**src/rtl/core_pkg.sv**
```systemverilog
// core_pkg: shared state encodings, trap causes and strobe bundle for the core sequencer.
package core_pkg;
    localparam int WORD_SIZE_DEF = 32;

    typedef enum logic [3:0] {
        ST_IDLE    = 4'd0,
        ST_FETCH   = 4'd1,
        ST_DECODE  = 4'd2,
        ST_EXECUTE = 4'd3,
        ST_MEM     = 4'd4,
        ST_WB      = 4'd5,
        ST_PAUSE   = 4'd6,
        ST_HALT    = 4'd9,
        ST_TRAP    = 4'd14
    } state_e;

    typedef enum logic [1:0] {
        CAUSE_NONE   = 2'd0,
        CAUSE_DECODE = 2'd1,
        CAUSE_BUS    = 2'd2,
        CAUSE_ALIGN  = 2'd3
    } cause_e;

    typedef struct packed {
        logic mem_req;
        logic mem_we;
        logic addr_sel;
        logic ir_load;
        logic operand_load;
    } strobe_t;

    // Strobes are registered from the next state so they are glitch-free Moore outputs.
    function automatic strobe_t strobes_of(state_e s, logic store);
        return '{mem_req:      (s == ST_FETCH) || (s == ST_MEM),
                 mem_we:       (s == ST_MEM) && store,
                 addr_sel:     (s == ST_MEM),
                 ir_load:      (s == ST_DECODE),
                 operand_load: (s == ST_EXECUTE)};
    endfunction
endpackage

```
**src/rtl/core_sequencer_if.sv**
```systemverilog
// core_sequencer_if: request/ready memory handshake between the sequencer and memory.
interface core_sequencer_if;
    logic mem_req;
    logic mem_we;
    logic addr_sel;
    logic mem_ready;

    modport master (output mem_req, mem_we, addr_sel, input mem_ready);
    modport slave  (input mem_req, mem_we, addr_sel, output mem_ready);
endinterface

```
**src/rtl/core_sequencer_mem_wait_timer.sv**
```systemverilog
// mem_wait_timer: counts stalled memory cycles; expired means the last allowed cycle is now.
module mem_wait_timer #(
    parameter int MEM_TIMEOUT = 16
) (
    input  logic clk,
    input  logic rst,
    input  logic clr_i,
    input  logic en_i,
    output logic expired_o
);
    localparam int CW = $clog2(MEM_TIMEOUT);

    logic [CW-1:0] cnt_q;

    assign expired_o = cnt_q == CW'(MEM_TIMEOUT - 1);

    always_ff @(posedge clk or negedge rst) begin
        if (!rst) cnt_q <= '0;
        else if (clr_i) cnt_q <= '0;
        else if (en_i && !expired_o) cnt_q <= cnt_q + 1'b1;
    end
endmodule

```
**src/rtl/core_sequencer.sv**
```systemverilog
// core_sequencer: multi-cycle fetch/decode/execute/mem/writeback control with PC, traps and debug step.
module core_sequencer
    import core_pkg::*;
#(
    parameter int                   WORD_SIZE   = WORD_SIZE_DEF,
    parameter logic [WORD_SIZE-1:0] RESET_PC    = '0,
    parameter int                   MEM_TIMEOUT = 16,
    parameter int                   COUNT_W     = 32
) (
    input  logic                 clk,
    input  logic                 rst,
    input  logic                 start_i,
    input  logic                 step_mode_i,
    input  logic                 step_i,
    input  logic                 is_load_i,
    input  logic                 is_store_i,
    input  logic                 writes_rd_i,
    input  logic                 is_halt_i,
    input  logic                 decode_error_i,
    input  logic                 pc_redirect_i,
    input  logic [WORD_SIZE-1:0] pc_target_i,
    core_sequencer_if.master     mem,
    output logic [3:0]           state_o,
    output logic [WORD_SIZE-1:0] pc_o,
    output logic                 ir_load_o,
    output logic                 operand_load_o,
    output logic                 reg_we_o,
    output logic [COUNT_W-1:0]   retire_count_o,
    output logic                 halted_o,
    output logic                 trap_o,
    output logic [1:0]           trap_cause_o
);
    state_e               state_q, state_d;
    cause_e               cause_q, cause_d;
    strobe_t              strb_q;
    logic [WORD_SIZE-1:0] pc_q;
    logic [COUNT_W-1:0]   retire_q;
    logic                 expired;
    logic                 misaligned;
    logic [WORD_SIZE-1:0] pc_next;

    assign misaligned = pc_redirect_i && (pc_target_i[1:0] != 2'b00);
    assign pc_next    = pc_redirect_i ? pc_target_i : pc_q + WORD_SIZE'(4);

    // Timer clears whenever no request is outstanding, so it restarts on each FETCH/MEM entry.
    mem_wait_timer #(.MEM_TIMEOUT(MEM_TIMEOUT)) u_timer (
        .clk      (clk),
        .rst      (rst),
        .clr_i    (!strb_q.mem_req),
        .en_i     (strb_q.mem_req && !mem.mem_ready),
        .expired_o(expired)
    );

    always_comb begin
        state_d = state_q;
        cause_d = cause_q;
        case (state_q)
            ST_IDLE:    state_d = start_i ? ST_FETCH : ST_IDLE;
            ST_FETCH: begin
                if (mem.mem_ready) state_d = ST_DECODE;
                else if (expired) begin
                    state_d = ST_TRAP;
                    cause_d = CAUSE_BUS;
                end
            end
            ST_DECODE:  state_d = ST_EXECUTE;
            ST_EXECUTE: begin
                if (is_halt_i) state_d = ST_HALT;
                else if (decode_error_i) begin
                    state_d = ST_TRAP;
                    cause_d = CAUSE_DECODE;
                end
                else state_d = (is_load_i || is_store_i) ? ST_MEM : ST_WB;
            end
            ST_MEM: begin
                if (mem.mem_ready) state_d = ST_WB;
                else if (expired) begin
                    state_d = ST_TRAP;
                    cause_d = CAUSE_BUS;
                end
            end
            ST_WB: begin
                if (misaligned) begin
                    state_d = ST_TRAP;
                    cause_d = CAUSE_ALIGN;
                end
                else state_d = step_mode_i ? ST_PAUSE : ST_FETCH;
            end
            ST_PAUSE:   state_d = (step_i || !step_mode_i) ? ST_FETCH : ST_PAUSE;
            ST_HALT, ST_TRAP: state_d = state_q;
            default: begin
                state_d = ST_TRAP;
                cause_d = CAUSE_NONE;
            end
        endcase
    end

    always_ff @(posedge clk or negedge rst) begin
        if (!rst) begin
            state_q  <= ST_IDLE;
            cause_q  <= CAUSE_NONE;
            strb_q   <= '0;
            pc_q     <= RESET_PC;
            retire_q <= '0;
        end
        else begin
            state_q <= state_d;
            cause_q <= cause_d;
            strb_q  <= strobes_of(state_d, is_store_i);
            if (state_q == ST_WB && !misaligned) begin
                pc_q     <= pc_next;
                retire_q <= retire_q + COUNT_W'(1);
            end
        end
    end

    assign mem.mem_req     = strb_q.mem_req;
    assign mem.mem_we      = strb_q.mem_we;
    assign mem.addr_sel    = strb_q.addr_sel;
    assign ir_load_o       = strb_q.ir_load;
    assign operand_load_o  = strb_q.operand_load;
    assign reg_we_o        = (state_q == ST_WB) && !misaligned && writes_rd_i && !is_store_i;
    assign state_o         = state_q;
    assign pc_o            = pc_q;
    assign retire_count_o  = retire_q;
    assign halted_o        = state_q == ST_HALT;
    assign trap_o          = state_q == ST_TRAP;
    assign trap_cause_o    = cause_q;
endmodule
```
**src/flat_wrapper.sv**
```systemverilog
// flat-port wrapper written by rule: the top's interface ports become plain ports
module core_sequencer_flat import core_pkg::*;
#(
    parameter int                   WORD_SIZE   = WORD_SIZE_DEF,
    parameter logic [WORD_SIZE-1:0] RESET_PC    = '0,
    parameter int                   MEM_TIMEOUT = 16,
    parameter int                   COUNT_W     = 32
)
  (clk, rst, start_i, step_mode_i, step_i, is_load_i, is_store_i, writes_rd_i, is_halt_i, decode_error_i, pc_redirect_i, pc_target_i, state_o, pc_o, ir_load_o, operand_load_o, reg_we_o, retire_count_o, halted_o, trap_o, trap_cause_o, mem_mem_req, mem_mem_we, mem_addr_sel, mem_mem_ready);
  core_sequencer_if mem_i ();
  input  logic clk;
  input  logic rst;
  input  logic start_i;
  input  logic step_mode_i;
  input  logic step_i;
  input  logic is_load_i;
  input  logic is_store_i;
  input  logic writes_rd_i;
  input  logic is_halt_i;
  input  logic decode_error_i;
  input  logic pc_redirect_i;
  input  logic [WORD_SIZE-1:0] pc_target_i;
  output logic [3:0] state_o;
  output logic [WORD_SIZE-1:0] pc_o;
  output logic ir_load_o;
  output logic operand_load_o;
  output logic reg_we_o;
  output logic [COUNT_W-1:0] retire_count_o;
  output logic halted_o;
  output logic trap_o;
  output logic [1:0] trap_cause_o;
  output wire logic [$bits(mem_i.mem_req)-1:0] mem_mem_req;
  output wire logic [$bits(mem_i.mem_we)-1:0] mem_mem_we;
  output wire logic [$bits(mem_i.addr_sel)-1:0] mem_addr_sel;
  input wire logic [$bits(mem_i.mem_ready)-1:0] mem_mem_ready;
  assign mem_mem_req = mem_i.mem_req;
  assign mem_mem_we = mem_i.mem_we;
  assign mem_addr_sel = mem_i.addr_sel;
  assign mem_i.mem_ready = mem_mem_ready;
  core_sequencer #(.WORD_SIZE(WORD_SIZE), .RESET_PC(RESET_PC), .MEM_TIMEOUT(MEM_TIMEOUT), .COUNT_W(COUNT_W)) u_core (.clk(clk), .rst(rst), .start_i(start_i), .step_mode_i(step_mode_i), .step_i(step_i), .is_load_i(is_load_i), .is_store_i(is_store_i), .writes_rd_i(writes_rd_i), .is_halt_i(is_halt_i), .decode_error_i(decode_error_i), .pc_redirect_i(pc_redirect_i), .pc_target_i(pc_target_i), .mem(mem_i), .state_o(state_o), .pc_o(pc_o), .ir_load_o(ir_load_o), .operand_load_o(operand_load_o), .reg_we_o(reg_we_o), .retire_count_o(retire_count_o), .halted_o(halted_o), .trap_o(trap_o), .trap_cause_o(trap_cause_o));
endmodule
```
**config.mk**
```make
export PLATFORM = sky130hd
export DESIGN_NAME = core_sequencer_flat
export DESIGN_NICKNAME = d
export VERILOG_FILES = /design/src/rtl/core_pkg.sv /design/src/rtl/core_sequencer_if.sv /design/src/rtl/core_sequencer_mem_wait_timer.sv /design/src/rtl/core_sequencer.sv /design/src/flat_wrapper.sv
export SDC_FILE = /design/constraint.sdc
export NUM_CORES = 1
export LEC_CHECK = 0
export CAP_MARGIN = 20
export CORE_MARGIN = 2
export CORE_UTILIZATION = 25
export DETAILED_ROUTE_END_ITERATION = 10
export GPL_ROUTABILITY_DRIVEN = 1
export REMOVE_ABC_BUFFERS = 1
export SLEW_MARGIN = 20
export SYNTH_ARGS = -nofsm -noshare
export SYNTH_HDL_FRONTEND = slang
export SYNTH_SLANG_ARGS = --single-unit
```
**constraint.sdc**
```tcl
create_clock -name clk -period 4.35 [get_ports clk]
set_input_delay 0.6525 -clock clk [delete_from_list [all_inputs] [get_ports clk]]
set_output_delay 0.6525 -clock clk [all_outputs]
set_load 0.01 [all_outputs]
```
After elaboration in Yosys (flattened, before gate mapping)
Index checks and enable logic that the tools add are counted.
{ "totals": {"wordCells": 74, "output_inout_bits": 78, "regBits": 79} }
{ "classes": {"n_bitwise": 1, "n_mux": 20, "n_eq_ne": 19, "addsub": 3, "n_reduce_logical": 21} }
{ "ops": {"columns": ["operator", "n"], "rows": [
  ["32-bit by 1-bit adder with 32-bit output (second input constant)", 1],
  ["32-bit by 3-bit adder with 32-bit output (second input constant)", 1],
  ["32-bit two-way mux", 1],
  ["4-bit two-way mux", 8],
  ["4-bit case mux with 8 select lines", 1],
  ["4-bit by 2-bit equality test with 1-bit output (second input constant)", 4],
  ["4-bit by 3-bit equality test with 1-bit output (second input constant)", 4],
  ["4-bit equality test (second input constant)", 3],
  ["2-bit two-way mux", 5],
  ["4-bit by 1-bit equality test with 1-bit output (second input constant)", 2],
  ["2-bit inequality test (second input constant)", 4],
  ["2-bit case mux with 4 select lines", 1],
  ["1-bit logical AND", 7],
  ["3-bit two-way mux", 2],
  ["6-bit AND reduction", 1],
  ["1-bit zero test", 5],
  ["5-bit OR reduction", 1],
  ["4-bit by 1-bit adder with 4-bit output (second input constant)", 1],
  ["4-bit zero test", 1],
  ["2-bit by 1-bit inequality test with 1-bit output (second input constant)", 2],
  ["2-bit OR reduction", 2],
  ["1-bit logical OR", 3],
  ["1-bit two-way mux", 2],
  ["2-bit nonzero test", 1],
  ["1-bit inverter", 1]
]} }

Logic depth before layout (Yosys ltp)
{ "logic_depth": {"depth_word": 7, "mapped_depth": 9, "depth_no_buf": 6} }

By module
From an unflattened synthesis, not the netlist that was laid out.
{ "unflattened": {"cells_unflattened": 475, "area_unflattened_um2": 4525.6} }
{ "by_module_without_submodules": {"columns": ["mod", "area_each_um2", "cells_each", "instances"], "rows": [
  ["core_sequencer", 4296.6, 455, 1],
  ["mem_wait_timer", 229.0, 20, 1]
]} }

Least setup slack after synthesis
OpenSTA, ideal clock, no wires.
{ "synth_timing": {"kind": "input port to output port", "startpoint": "in pc_redirect_i", "endpoint": "out reg_we_o", "path_stages": 7, "setup_slack_ps": 1826, "required_ps": 3697, "path_buffers": 4, "t_arrival_ps": 1872, "cell_sequence": "buf_2 o21a_1 buf_2 nor2_1 buf_2 buf_2 and3_1"} }
{ "synth_via": {"elab_chain_cells": 5} }
{ "synth_lines": {"columns": ["item", "line", "source"], "rows": [
  ["from (decl)", "flat_wrapper.sv:21", "input logic pc_redirect_i;"],
  ["1-bit logical AND", "core_sequencer.sv:42", "assign misaligned = pc_redirect_i && (pc_target_i[1:0] != 2'b00);"],
  ["1-bit zero test", "core_sequencer.sv:122", "assign reg_we_o = (state_q == ST_WB) && !misaligned && writes_rd_i && !is_store_i;"],
  ["1-bit logical AND (3 in a row)", "core_sequencer.sv:122", null],
  ["to (decl)", "flat_wrapper.sv:27", "output logic reg_we_o;"]
]} }
No other way between the ends.

Worst setup path after layout
{ "layout_timing": {"startpoint": "reg u_core.state_q[2], in the netlist u_core.state_o[2]", "endpoint": "out reg_we_o"} }
{ "layout_via": {"elab_chain_cells": 4} }
{ "layout_lines": {"columns": ["item", "line", "source"], "rows": [
  ["from (decl)", "core_sequencer.sv:33", "state_e state_q, state_d;"],
  ["from (signal assigned)", "core_sequencer.sv:107", "state_q <= state_d;"],
  ["4-bit by 3-bit equality test with 1-bit output", "core_sequencer.sv:122", null],
  ["1-bit logical AND (3 in a row)", "core_sequencer.sv:122", null]
]} }
No other way between the ends.

==> run summary <==
CP Launch Type: register
largest net degree at the start of global routing: 80
critical path required time: 3700 ps
first-pass GRT wire length: 21.4 mm
Crit Path Category: reg -> out
biggest area consumer among synthesized cells: dfrtp_1
# hold bufs at CTS: 0
element type at the critical path end: primary output
final core occ: 35.7%
library cells used by synthesis: 62
Avg WL per Cell: 16.0 um
CP top delay family: simple AND/OR/NAND/NOR gates
DRC Markers: 0
vias per cell: 4.99
core area: 17300 sq um
Skew-Pair Late Insertion Delay: 350 ps
Synthesis Warnings: 0
number of synthesized flops with an enable pin: 0
Crit-path slowest cell: dfrtp_1
Worst R2R Setup Slack: 1610 ps
Rows: 48
total track usage: 14.7%
relative slew slack: 49.6%
RR Endpoint: u_core.pc_o[31]$_DFFE_PN0P_
H-tree depth: 3
CP Max Fanout: 19
unrepaired setup endpoints after global routing: no
Post-synth top cells: dfrtp_1 (79), nand2_1 (57), nor2_1 (40)
vias: 4148
post-DP HPWL: 9.55 mm
Reg2Reg Launch Point: u_core.state_o[2]$_DFF_PN0_
die height: 137 um
grt total ovfl: 0
Post-Syn Area: 4430 sq um
Bufs on Longest Clock Path: 2
post-synthesis sequential area ratio: 44.6%
final net count: 647
status: finished clean
I/O Pins: 122
TritonRoute pass-1 iters: 5
Clock Tree Root: clkbuf_16
synth top area cells: dfrtp_1 (45%), nand2_1 (4.8%), xnor2_1 (3.6%)
worst clock skew: 9.29 ps
leakage power total: 2.58 nW
Iter 0 DRT Violations: 152
die width: 137 um
Sinks on Clock Net: 79
area grow syn2layout: 39.3%
Final Hold Fails: 0
Worst Path Buf+Inv: 1
CTS buffer count: 9
Pwr per Cell Area: 310 nW/um^2
die area: 18800 sq um
Synth async-reset ratio: 100%
Avg Synthesized Cell Area: 9.17 sq um
fmax: 329 MHz
critical path cell sequence: nand4bb_1 > nor2_2 > and3_1 > clkdlybuf4s50_1
vias in the first global route: 4098
Final Max Tran Viols: 0
cts repair resizes: 0
fin crit share: 70.0%
TritonCTS clock tree: yes
Reg clk slew, reported paths: 60 ps
Post-Syn Instances: 483
total wire length: 13.3 mm
Placer Congestion: 0.847
worst hold-check path type: in -> async
IO Port Bufs: 121
Setup TNS: 0 ps
Initial Utilization: 25.6%
share of cells above drive strength 1: 6.28%
Post-synth top flop: dfrtp_1
initial antenna violation count: 2
Worst Tran Pin Value: 757 ps
Post-CTS Setup Inserts: 0
ANT nets after route: 0
synthesized flop and latch total: 79
count leader, synth: dfrtp_1
final setup fails: 0
max_cap viols: 0
worst vdd ir: 0.000174 V
cells on worst reg2reg path: 5
minimum clock period: 3040 ps
arrival time worst endpoint: 2390 ps
top cell type's share of synthesized area: 44.6%
fillcell total: 1766
max incr delay on CP: 670 ps
==> how the worst max path moves through the flow <==
stage	startpoint	to	cells past startpoint
after floorplan	u_core.state_o[1]$_DFF_PN0_	reg_we_o	3
after global placement	pc_redirect_i	reg_we_o	5
after detailed placement	pc_redirect_i	reg_we_o	5
after CTS	u_core.state_o[1]$_DFF_PN0_	reg_we_o	4
after global routing	u_core.state_o[2]$_DFF_PN0_	reg_we_o	4
final	u_core.state_o[2]$_DFF_PN0_	reg_we_o	4
==> metal layers <==
layer | GRT usage (%) | vias to the layer above | routed length [um]
li1 | - | 1975 | -
met5 | 0 | - | 0
met4 | 4.18 | 0 | 165
met1 | 18.5 | 2034 | 5930
met2 | 24.5 | 127 | 6440
met3 | 4.07 | 12 | 732
==> cell type report <==
class | count | area, sq um | area share (%)
diodes | 1 | 2.50 | 0.0406
clock buffers | 11 | 243 | 3.94
clock inverters | 5 | 56.3 | 0.913
inverters | 18 | 67.6 | 1.10
multi-input cells | 365 | 2280 | 37.0
flip-flops and latches | 79 | 1980 | 32.0
well taps | 225 | 282 | 4.56
repair buffers | 127 | 1260 | 20.4
==> metrics by stage <==
stage | instances | total power, mW | setup WS (ps) | cell area (sq um) | hold slack (ps)
3_3_place_gp | 814 | 1.14 | 1460 | 5860 | 458
2_1_floorplan | 462 | 0.965 | 1110 | 4330 | 357
6_report | 831 | 1.91 | 1310 | 6170 | 349
4_1_cts | 830 | 1.94 | 1260 | 6160 | 491
5_1_grt | 831 | 1.99 | 1150 | 6170 | 416
3_5_place_dp | 814 | 1.15 | 1480 | 5860 | 480
==> cell usage in the layout (no fill, tap or decap), drive strengths merged, types with 3 or more instances in the layout <==
cell type      netlist  final
nand2b              10     10
o311ai               7      7
clkdlybuf4s50        0    120
nor2b                8      8
nor3                20     20
o21ai               19     19
nor4                 5      5
and3                17     17
nor2                40     40
and2                 7      7
xor2                18     18
ha                   3      3
or4                  3      3
a21oi               20     20
a31oi                3      3
or2                  3      3
nand4                9      9
clkbuf               7     11
dfrtp               79     79
buf                 14      7
nand2               57     57
a22oi                7      7
o211ai               5      5
o22ai                8      8
xnor2               18     18
and4                 5      5
inv                 18     19
nand3               28     28
mux2i               13     13
o22a                 3      3
==> registers in the layout (all words and copies together), names as in the netlist <==
signal and count:
u_core.pc_o 32, u_core.ir_load_o 1, u_core.u_timer.cnt_q 4, u_core.retire_count_o 32
u_core.mem.addr_sel 1, u_core.mem.mem_req 1, u_core.mem.mem_we 1, u_core.state_o 4
u_core.trap_cause_o 2, u_core.operand_load_o 1
==> kinds of logic after synthesis <==
family,share of synthesized area (%)
multiplexers,3.19
AO/OA/AOI/OAI,14.2
XOR/XNOR,7.12
flip-flops,44.6
AND/OR/NAND/NOR,26.1
buffers and inverters,3.84
adder cells (fa/ha/maj),0.848
==> where the power goes <==
| part | leakage (nW) | switching, mW | total, mW | internal (mW) |
|---|---|---|---|---|
| clock network | 0.146 | 0.320 | 0.781 | 0.461 |
| registers | 0.985 | 0.0741 | 0.839 | 0.765 |
| logic | 1.45 | 0.129 | 0.293 | 0.164 |
| total | 2.58 | 0.523 | 1.91 | 1.39 |
Power figures use the tool's default switching activity.
